<file path="config.mk">
export PLATFORM = sky130hd
export DESIGN_NAME = reg_file_mp_flat
export DESIGN_NICKNAME = d
export VERILOG_FILES = /design/src/rtl/rf_pkg.sv /design/src/rtl/reg_file_mp_if.sv /design/src/rtl/rf_scoreboard.sv /design/src/rtl/reg_file_mp.sv /design/src/flat_wrapper.sv
export SDC_FILE = /design/constraint.sdc
export NUM_CORES = 1
export LEC_CHECK = 0
export BUFFER_PORTS_ARGS = -buffer_cell sky130_fd_sc_hd__buf_4
export CAP_MARGIN = 5
export CORE_MARGIN = 1
export CORE_UTILIZATION = 60
export CTS_CLUSTER_DIAMETER = 200
export DETAILED_ROUTE_END_ITERATION = 6
export GPL_TIMING_DRIVEN = 0
export PLACE_DENSITY = 0.78
export SLEW_MARGIN = 20
export SYNTH_ARGS = -nofsm -noshare
export SYNTH_HDL_FRONTEND = slang
export SYNTH_SLANG_ARGS = --single-unit
</file>
<file path="constraint.sdc">
create_clock -name clk -period 3.7 [get_ports clk]
set_input_delay 0.37 -clock clk [delete_from_list [all_inputs] [get_ports clk]]
set_output_delay 0.37 -clock clk [all_outputs]
set_load 0.05 [all_outputs]
</file>
<file path="src/rtl/rf_pkg.sv">
//------------------------------------------------------------------------------
// Module      : rf_pkg
// Description : Shared defaults, address-width helper and word type for the
//               multi-port register file (reg_file_mp).
// Revision    : 1.0 - initial release
//------------------------------------------------------------------------------
`default_nettype none

package rf_pkg;

  localparam int DEF_DATA_W   = 16;
  localparam int DEF_NUM_REGS = 16;
  localparam int DEF_NUM_RD   = 2;

  // Address width needed to select one of n registers
  function automatic int rf_aw(input int n);
    return (n > 1) ? $clog2(n) : 1;
  endfunction

  localparam int DEF_AW = rf_aw(DEF_NUM_REGS);

  typedef logic [DEF_DATA_W-1:0] rf_word_t;

endpackage

`default_nettype wire

</file>
<file path="src/rtl/reg_file_mp_if.sv">
//------------------------------------------------------------------------------
// Module      : reg_file_mp_if
// Description : Bus bundle for reg_file_mp: read ports, write port, issue
//               strobe and sticky error. master = datapath, slave = file.
// Revision    : 1.0 - initial release
//------------------------------------------------------------------------------
`default_nettype none

interface reg_file_mp_if
  import rf_pkg::*;
#(
  parameter int DATA_W   = DEF_DATA_W,
  parameter int NUM_REGS = DEF_NUM_REGS,
  parameter int NUM_RD   = DEF_NUM_RD
);

  localparam int AW = rf_aw(NUM_REGS);

  logic [NUM_RD*AW-1:0]     rd_addr;
  logic [NUM_RD*DATA_W-1:0] rd_data;
  logic [NUM_RD-1:0]        rd_busy;
  logic                     wr_en;
  logic [AW-1:0]            wr_addr;
  logic [DATA_W-1:0]        wr_data;
  logic                     iss_en;
  logic [AW-1:0]            iss_addr;
  logic                     err;

  modport master (
    output rd_addr, wr_en, wr_addr, wr_data, iss_en, iss_addr,
    input  rd_data, rd_busy, err
  );

  modport slave (
    input  rd_addr, wr_en, wr_addr, wr_data, iss_en, iss_addr,
    output rd_data, rd_busy, err
  );

endinterface

`default_nettype wire

</file>
<file path="src/rtl/rf_scoreboard.sv">
//------------------------------------------------------------------------------
// Module      : rf_scoreboard
// Description : Per-register busy tracking and sticky double-issue error.
//               Strobes arrive already qualified (zero-register gating done
//               by the caller).
// Revision    : 1.0 - initial release
//------------------------------------------------------------------------------
`default_nettype none

module rf_scoreboard
  import rf_pkg::*;
#(
  parameter int NUM_REGS = DEF_NUM_REGS,
  parameter int AW       = rf_aw(NUM_REGS)
) (
  input  logic                clk,
  input  logic                rst,
  input  logic                iss_en,
  input  logic [AW-1:0]       iss_addr,
  input  logic                wr_en,
  input  logic [AW-1:0]       wr_addr,
  output logic [NUM_REGS-1:0] busy,
  output logic                err
);

  localparam logic [NUM_REGS-1:0] ONE_HOT0 = {{(NUM_REGS-1){1'b0}}, 1'b1};

  logic [NUM_REGS-1:0] iss_dec;
  logic [NUM_REGS-1:0] wr_dec;
  logic                dbl_iss;

  assign iss_dec = iss_en ? (ONE_HOT0 << iss_addr) : '0;
  assign wr_dec  = wr_en  ? (ONE_HOT0 << wr_addr)  : '0;

  // A re-issue is only an error if no write retires the old producer this cycle
  assign dbl_iss = iss_en && busy[iss_addr] && !(wr_en && (wr_addr == iss_addr));

  // Busy vector: issue wins over a same-cycle write to the same register
  always_ff @(posedge clk or negedge rst) begin
    if (!rst) begin
      busy <= '0;
      err  <= 1'b0;
    end else begin
      busy <= (busy & ~wr_dec) | iss_dec;
      err  <= err | dbl_iss;
    end
  end

endmodule

`default_nettype wire

</file>
<file path="src/rtl/reg_file_mp.sv">
//------------------------------------------------------------------------------
// Module      : reg_file_mp
// Description : Parametrised register file, NUM_RD combinational read ports,
//               one synchronous write port, integrated busy scoreboard.
//               Optional macro RF_BYPASS_EN: forward write data (and clear
//               busy) to read ports addressing the register being written.
// Revision    : 1.0 - initial release
//------------------------------------------------------------------------------
`default_nettype none

module reg_file_mp
  import rf_pkg::*;
#(
  parameter int DATA_W   = DEF_DATA_W,
  parameter int NUM_REGS = DEF_NUM_REGS,
  parameter int NUM_RD   = DEF_NUM_RD,
  parameter int ZERO_REG = 1
) (
  input  logic          clk,
  input  logic          rst,
  reg_file_mp_if.slave  bus
);

  localparam int AW = rf_aw(NUM_REGS);
  localparam bit HAS_ZERO = (ZERO_REG != 0);

  logic [DATA_W-1:0]   regs [NUM_REGS];
  logic [NUM_REGS-1:0] busy;
  logic                wr_ok;
  logic                iss_ok;

  // Register 0 swallows writes and issues when it is hardwired to zero
  assign wr_ok  = bus.wr_en  && !(HAS_ZERO && (bus.wr_addr  == '0));
  assign iss_ok = bus.iss_en && !(HAS_ZERO && (bus.iss_addr == '0));

  // Data array: asynchronous clear so reads drop to zero at reset assertion
  always_ff @(posedge clk or negedge rst) begin
    if (!rst) begin
      for (int i = 0; i < NUM_REGS; i++) regs[i] <= '0;
    end else if (wr_ok) begin
      regs[bus.wr_addr] <= bus.wr_data;
    end
  end

  rf_scoreboard #(
    .NUM_REGS (NUM_REGS),
    .AW       (AW)
  ) u_sb (
    .clk      (clk),
    .rst      (rst),
    .iss_en   (iss_ok),
    .iss_addr (bus.iss_addr),
    .wr_en    (wr_ok),
    .wr_addr  (bus.wr_addr),
    .busy     (busy),
    .err      (bus.err)
  );

  for (genvar p = 0; p < NUM_RD; p++) begin : g_rd
    logic [AW-1:0] ra;
    logic          zero_hit;

    assign ra       = bus.rd_addr[p*AW +: AW];
    assign zero_hit = HAS_ZERO && (ra == '0);

`ifdef RF_BYPASS_EN
    logic fwd;
    logic iss_same;

    // Forwarding is suppressed during reset so the array clear is visible at once
    assign fwd      = rst && wr_ok && (ra == bus.wr_addr);
    assign iss_same = iss_ok && (ra == bus.iss_addr);

    assign bus.rd_data[p*DATA_W +: DATA_W] = zero_hit ? '0 :
                                             fwd      ? bus.wr_data : regs[ra];
    assign bus.rd_busy[p]                  = zero_hit ? 1'b0 :
                                             fwd      ? iss_same : busy[ra];
`else
    assign bus.rd_data[p*DATA_W +: DATA_W] = zero_hit ? '0   : regs[ra];
    assign bus.rd_busy[p]                  = zero_hit ? 1'b0 : busy[ra];
`endif
  end

endmodule

`default_nettype wire
</file>
<file path="src/flat_wrapper.sv">
// flat-port wrapper written by rule: the top's interface ports become plain ports
module reg_file_mp_flat import rf_pkg::*;
#(
  parameter int DATA_W   = DEF_DATA_W,
  parameter int NUM_REGS = DEF_NUM_REGS,
  parameter int NUM_RD   = DEF_NUM_RD,
  parameter int ZERO_REG = 1
)
  (clk, rst, bus_rd_addr, bus_wr_en, bus_wr_addr, bus_wr_data, bus_iss_en, bus_iss_addr, bus_rd_data, bus_rd_busy, bus_err);
  reg_file_mp_if #(.DATA_W(DATA_W), .NUM_REGS(NUM_REGS), .NUM_RD(NUM_RD)) bus_i ();
  input  logic clk;
  input  logic rst;
  input wire logic [$bits(bus_i.rd_addr)-1:0] bus_rd_addr;
  input wire logic [$bits(bus_i.wr_en)-1:0] bus_wr_en;
  input wire logic [$bits(bus_i.wr_addr)-1:0] bus_wr_addr;
  input wire logic [$bits(bus_i.wr_data)-1:0] bus_wr_data;
  input wire logic [$bits(bus_i.iss_en)-1:0] bus_iss_en;
  input wire logic [$bits(bus_i.iss_addr)-1:0] bus_iss_addr;
  output wire logic [$bits(bus_i.rd_data)-1:0] bus_rd_data;
  output wire logic [$bits(bus_i.rd_busy)-1:0] bus_rd_busy;
  output wire logic [$bits(bus_i.err)-1:0] bus_err;
  assign bus_i.rd_addr = bus_rd_addr;
  assign bus_i.wr_en = bus_wr_en;
  assign bus_i.wr_addr = bus_wr_addr;
  assign bus_i.wr_data = bus_wr_data;
  assign bus_i.iss_en = bus_iss_en;
  assign bus_i.iss_addr = bus_iss_addr;
  assign bus_rd_data = bus_i.rd_data;
  assign bus_rd_busy = bus_i.rd_busy;
  assign bus_err = bus_i.err;
  reg_file_mp #(.DATA_W(DATA_W), .NUM_REGS(NUM_REGS), .NUM_RD(NUM_RD), .ZERO_REG(ZERO_REG)) u_core (.clk(clk), .rst(rst), .bus(bus_i));
endmodule
</file>
Word-level counts from Yosys, hierarchy flattened --
Index checks and enable logic that the tools add are counted.
Operators by class: equality and inequality tests 1, shift-type cells 2, bitwise gates (word level) 7, multiplexer cells 21, reduce and logical (&&, ||, !) cells 13, order comparisons 7
Operators with widths (count):
- 256-bit bitwise mux | 1
- 16-bit 2-to-1 mux | 9
- 16-bit binary-select mux with 4-bit select | 2
- 16-bit demux with 4-bit select | 1
- 1-bit by 4-bit left shift with 16-bit output (first input constant) | 2
- 16-bit AND | 1
- 4-bit logical NOT | 4
- 16-bit NOT | 1
- 16-bit bitwise OR | 1
- 5-bit >= comparator (second input constant) | 3
- 4-bit by 5-bit less-than comparator with 1-bit output (second input constant) | 3
- 4-bit NOT with 5-bit output | 3
- 1-bit binary-select mux with 4-bit select | 3
- 1-bit logical AND | 6
- 5-bit by 1-bit less-than comparator with 1-bit output (second input constant) | 1
- 1-bit 2-to-1 mux | 5
- 4-bit == test | 1
- 1-bit logical NOT | 3
- 1-bit bitwise OR | 1
Word-level totals: output and inout port bits 35, word-level logic and storage cells 69, input bits 36, bits in registers 273

Depth between registers and ports, before layout --
depth in word-level cells 7, mapped depth 7, depth with buffers taken out 4

Modules after synthesis --
From an unflattened synthesis, not the netlist that was laid out.
Unflattened totals: cell total of the unflattened synthesis 963, area, all modules 13979.7 µm²
Modules (own cells, without submodules):
- reg_file_mp | sequential area each 6005.8 µm², cells an instance 875, area each 13081.3 µm², times used 1
- rf_scoreboard | sequential area each 425.4 µm², cells an instance 88, area each 898.4 µm², times used 1

Worst setup path after synthesis --
Ideal clock, no wire load.
path kind in2out, from input port bus_rd_addr[4], to output port bus_rd_data[30], cell stages on the path 5, path slack 1.028 ns, path buffers 3, required time 3.330 ns, arrival 2.302 ns, cells stage by stage buf_2 > buf_2 > buf_2 > mux4_2 > mux2i_1
On the way: word-level cells in the longest chain between the ends 5
Ends and longest elaborated chain:
- start: declaration | RTL line flat_wrapper.sv:13 | input wire logic [$bits(bus_i.rd_addr)-1:0] bus_rd_addr;
- 4-bit NOT with 5-bit output (not written as such) | RTL line reg_file_mp.sv:79 | assign bus.rd_data[p*DATA_W +: DATA_W] = zero_hit ? '0 : regs[ra];
- 16-bit binary-select mux with 4-bit select | RTL line reg_file_mp.sv:79
- 16-bit 2-to-1 mux (not written as such) (2 in a row) | RTL line reg_file_mp.sv:79
- 16-bit 2-to-1 mux (*) | RTL line reg_file_mp.sv:79
- end: declaration | RTL line flat_wrapper.sv:19 | output wire logic [$bits(bus_i.rd_data)-1:0] bus_rd_data;
Mark *: on every way between the ends. The rest lies on a longest branch, timed or not. The select of a mux whose other input is x is not followed.

Worst setup path after layout --
Same ends and word-level chain as after synthesis.

==> impl_metrics.ini <==
[die]
floorplan.initialDensity_pct = 61.9
core_area_um2 = 22900
io_pins = 71
die_w_um = 156
rows = 55
die_h_um = 156
dieArea_um2 = 24200

[logic_synthesis]
ys_top_cells_by_area = dfrtp_1, mux2_2, mux4_2
postSynthAreaPerCell_um2 = 14.3
synth-seq-area-share_pct = 45.4
yosysTopAreaCell = dfrtp_1
yosys_warnings = 0
syn_inst = 991
synthDistinctLibCells = 34
synth_top_area_share_pct = 45.4
syn_area_um2 = 14200
synth-seq-cells = 257
synth_fp_nets = 1027

[detailed_routing]
via_per_inst = 6.87
vias = 9721
drt_iter0_drc = 1053
ant_nets = 0
drc_errors = 0
wl_um = 41000
detail_route.wl_per_cell_um = 29.0
dr.pass1.iters = 6

[grt]
grt_pass1_vias = 10191
grt-ovfl-total = 0
grt_pass1_wl_um = 62700
antenna_found_initial = 0
grt_max_degree = 94
grt_usage_pct = 35.5

[finish]
finish.utilization_pct = 69.6
final_cells = 1415
layout_commonest_cell = dfrtp_1
drive_above_1_share_pct = 47.8
area_delta_synth_final_pct = 12.5
antennaDiodeCount = 0
layout.nets = 1118
final_cell_mix = dfrtp_1, mux2_2, mux4_2

[sta]
finalClockSkew_ns = 0.0156
fin_crit_sh_pct = 82.8
slew-limit-headroom_pct = 32.7
setup_tns_ns = 0
final-max-slew-violation-count = 0
tightestPinTransition_ns = 1.01
finalHoldViolCount = 0
setup_viol = 0
max_freq_mhz = 327
grt_setup_unrepaired = false
fin_crit_ns = 3.06

[pwr]
p_sw_mw = 2.74
combPwrFrac_pct = 26.9
power.density_nw_per_um2 = 569
pwr-share-seq_pct = 43.6
pwr-share-clk_pct = 29.5
p_int_mw = 6.33
ir_drop_mv = 0.422
power.total_mw = 9.07
switching_share_pct = 30.2
leakage_nw = 6.77

[critical_path]
rrSetupSlack_ns = 2.24
r2r_start = u_core.u_sb.busy[3]
reg2reg_to = u_core.u_sb.err
endpoint_kind = output pin
crit_type = in -> out
worst_ep_arrival_time_ns = 2.69
required_ns = 3.33
reg2regPathDepth = 4
worstPathMaxFanout = 10
setup.worst_path.start_class = primary input

[place]
dp_hpwl_um = 27700
port_buffers = 59
dp.cells = 1365
globalplace.congestion = 0.929

[cts]
worstSkewPairLatency_ns = 0.55
cts-root-buf = clkbuf_16
cts_buffer_depth = 3
clkTransAtPathRegs_ns = 0.06
tritoncts = built
cts.sink_count = 257
cts_htree_levels = 1
cts_buffers = 27

[hold_path]
holdPathEnd = u_core.regs[162]
whs_path_depth = 2
hp-class = in -> reg
min_from = bus_wr_data[2]

[flow_run]
max_cap_viol_count = 0

[status]
status = finished clean
==> power by group through the flow <==
stage	registers [mW]	logic [mW]	clock network, mW
after global routing	4.04	2.58	2.79
after CTS	3.93	2.44	2.69
final	3.96	2.44	2.67
after detailed placement	3.98	2.43	0
after global placement	3.92	2.35	0
after floorplan	3.81	1.87	0
==> sequential cells by signal, summed over array words and instances (netlist names) <==
name              cells
u_core.u_sb.err       1
u_core.u_sb.busy     16
u_core.regs         240
==> stage by stage <==
step           cell area (µm²)  hold WS, ns  setup WS [ns]
2_1_floorplan            14200       0.0744           1.03
3_3_place_gp             15000        0.440          0.132
3_5_place_dp             15100        0.422          0.693
4_1_cts                  15900        0.103          0.695
5_1_grt                  15900        0.107          0.558
6_report                 15900        0.115          0.638
==> area by class of cell <==
cell class	count	area, µm²
flip-flops and latches	257	6430
clock inverters	9	73.8
fillers	1587	6970
plain buffers	101	480
inverters	4	15.0
multi-input cells	629	7250
clock buffers	40	785
well taps	313	392
repair buffers	62	515
==> logic make-up (layout without fill, tap and decap cells) <==
family,after synthesis,in the layout,synth area share [%]
xor+xnor,3,3,0.185
simple gates,78,78,3.35
mux,420,420,41.7
flops,257,257,45.4
compound gates,128,128,5.87
buf+inv,105,216,3.50
==> worst max-delay path by stage <==
stage                        start               to  slack (ns)  cells after the start
finish              bus_rd_addr[4]  bus_rd_data[30]        0.64                      7
global route        bus_rd_addr[5]  bus_rd_data[29]        0.56                      8
CTS                 bus_rd_addr[4]  bus_rd_data[30]        0.70                      7
detailed placement  bus_rd_addr[4]  bus_rd_data[30]        0.69                      7
global placement               rst  u_core.regs[20]        0.13                      1
floorplan           bus_rd_addr[4]  bus_rd_data[30]        1.03                      5
==> cells in the mapped netlist, drive strengths merged <==
master and count:
nor2 12, inv 4, o31ai 4, nand2b 37, nand3b 4, nand4 3, a32o 2, clkbuf 47
a221o 33, nor3 1, o2111ai 1, nand3 3, mux2i 42, o21ai 19, mux4 104, nor3b 2
nor2b 3, a211oi 1, buf 54, xnor2 3, and2 1, a21oi 68, or3 4, mux2 274
dfrtp 257, nand2 8
==> worst max-delay path, cell delays in order <==
cell,delay (ns)
buf_2,0.15
buf_2,0.46
buf_2,0.46
mux4_2,0.56
mux2i_1,0.23
mux2i_1,0.19
buf_4,0.26
==> metal layers <==
layer	GRT usage, %	vias up	part of all wire [%]
met5	0	-	0
met4	15.4	0	4.5
met3	5.89	131	8.1
met2	58.6	514	49
met1	46.9	5103	39
li1	-	3973	-
==> repair_timing <==
action,CTS,global route
buffers inserted,0,0
hold buffers,1,0
resized for setup,0,0
hold endpoints to repair,81,0
No activity file was read; power rests on OpenSTA's default activity.
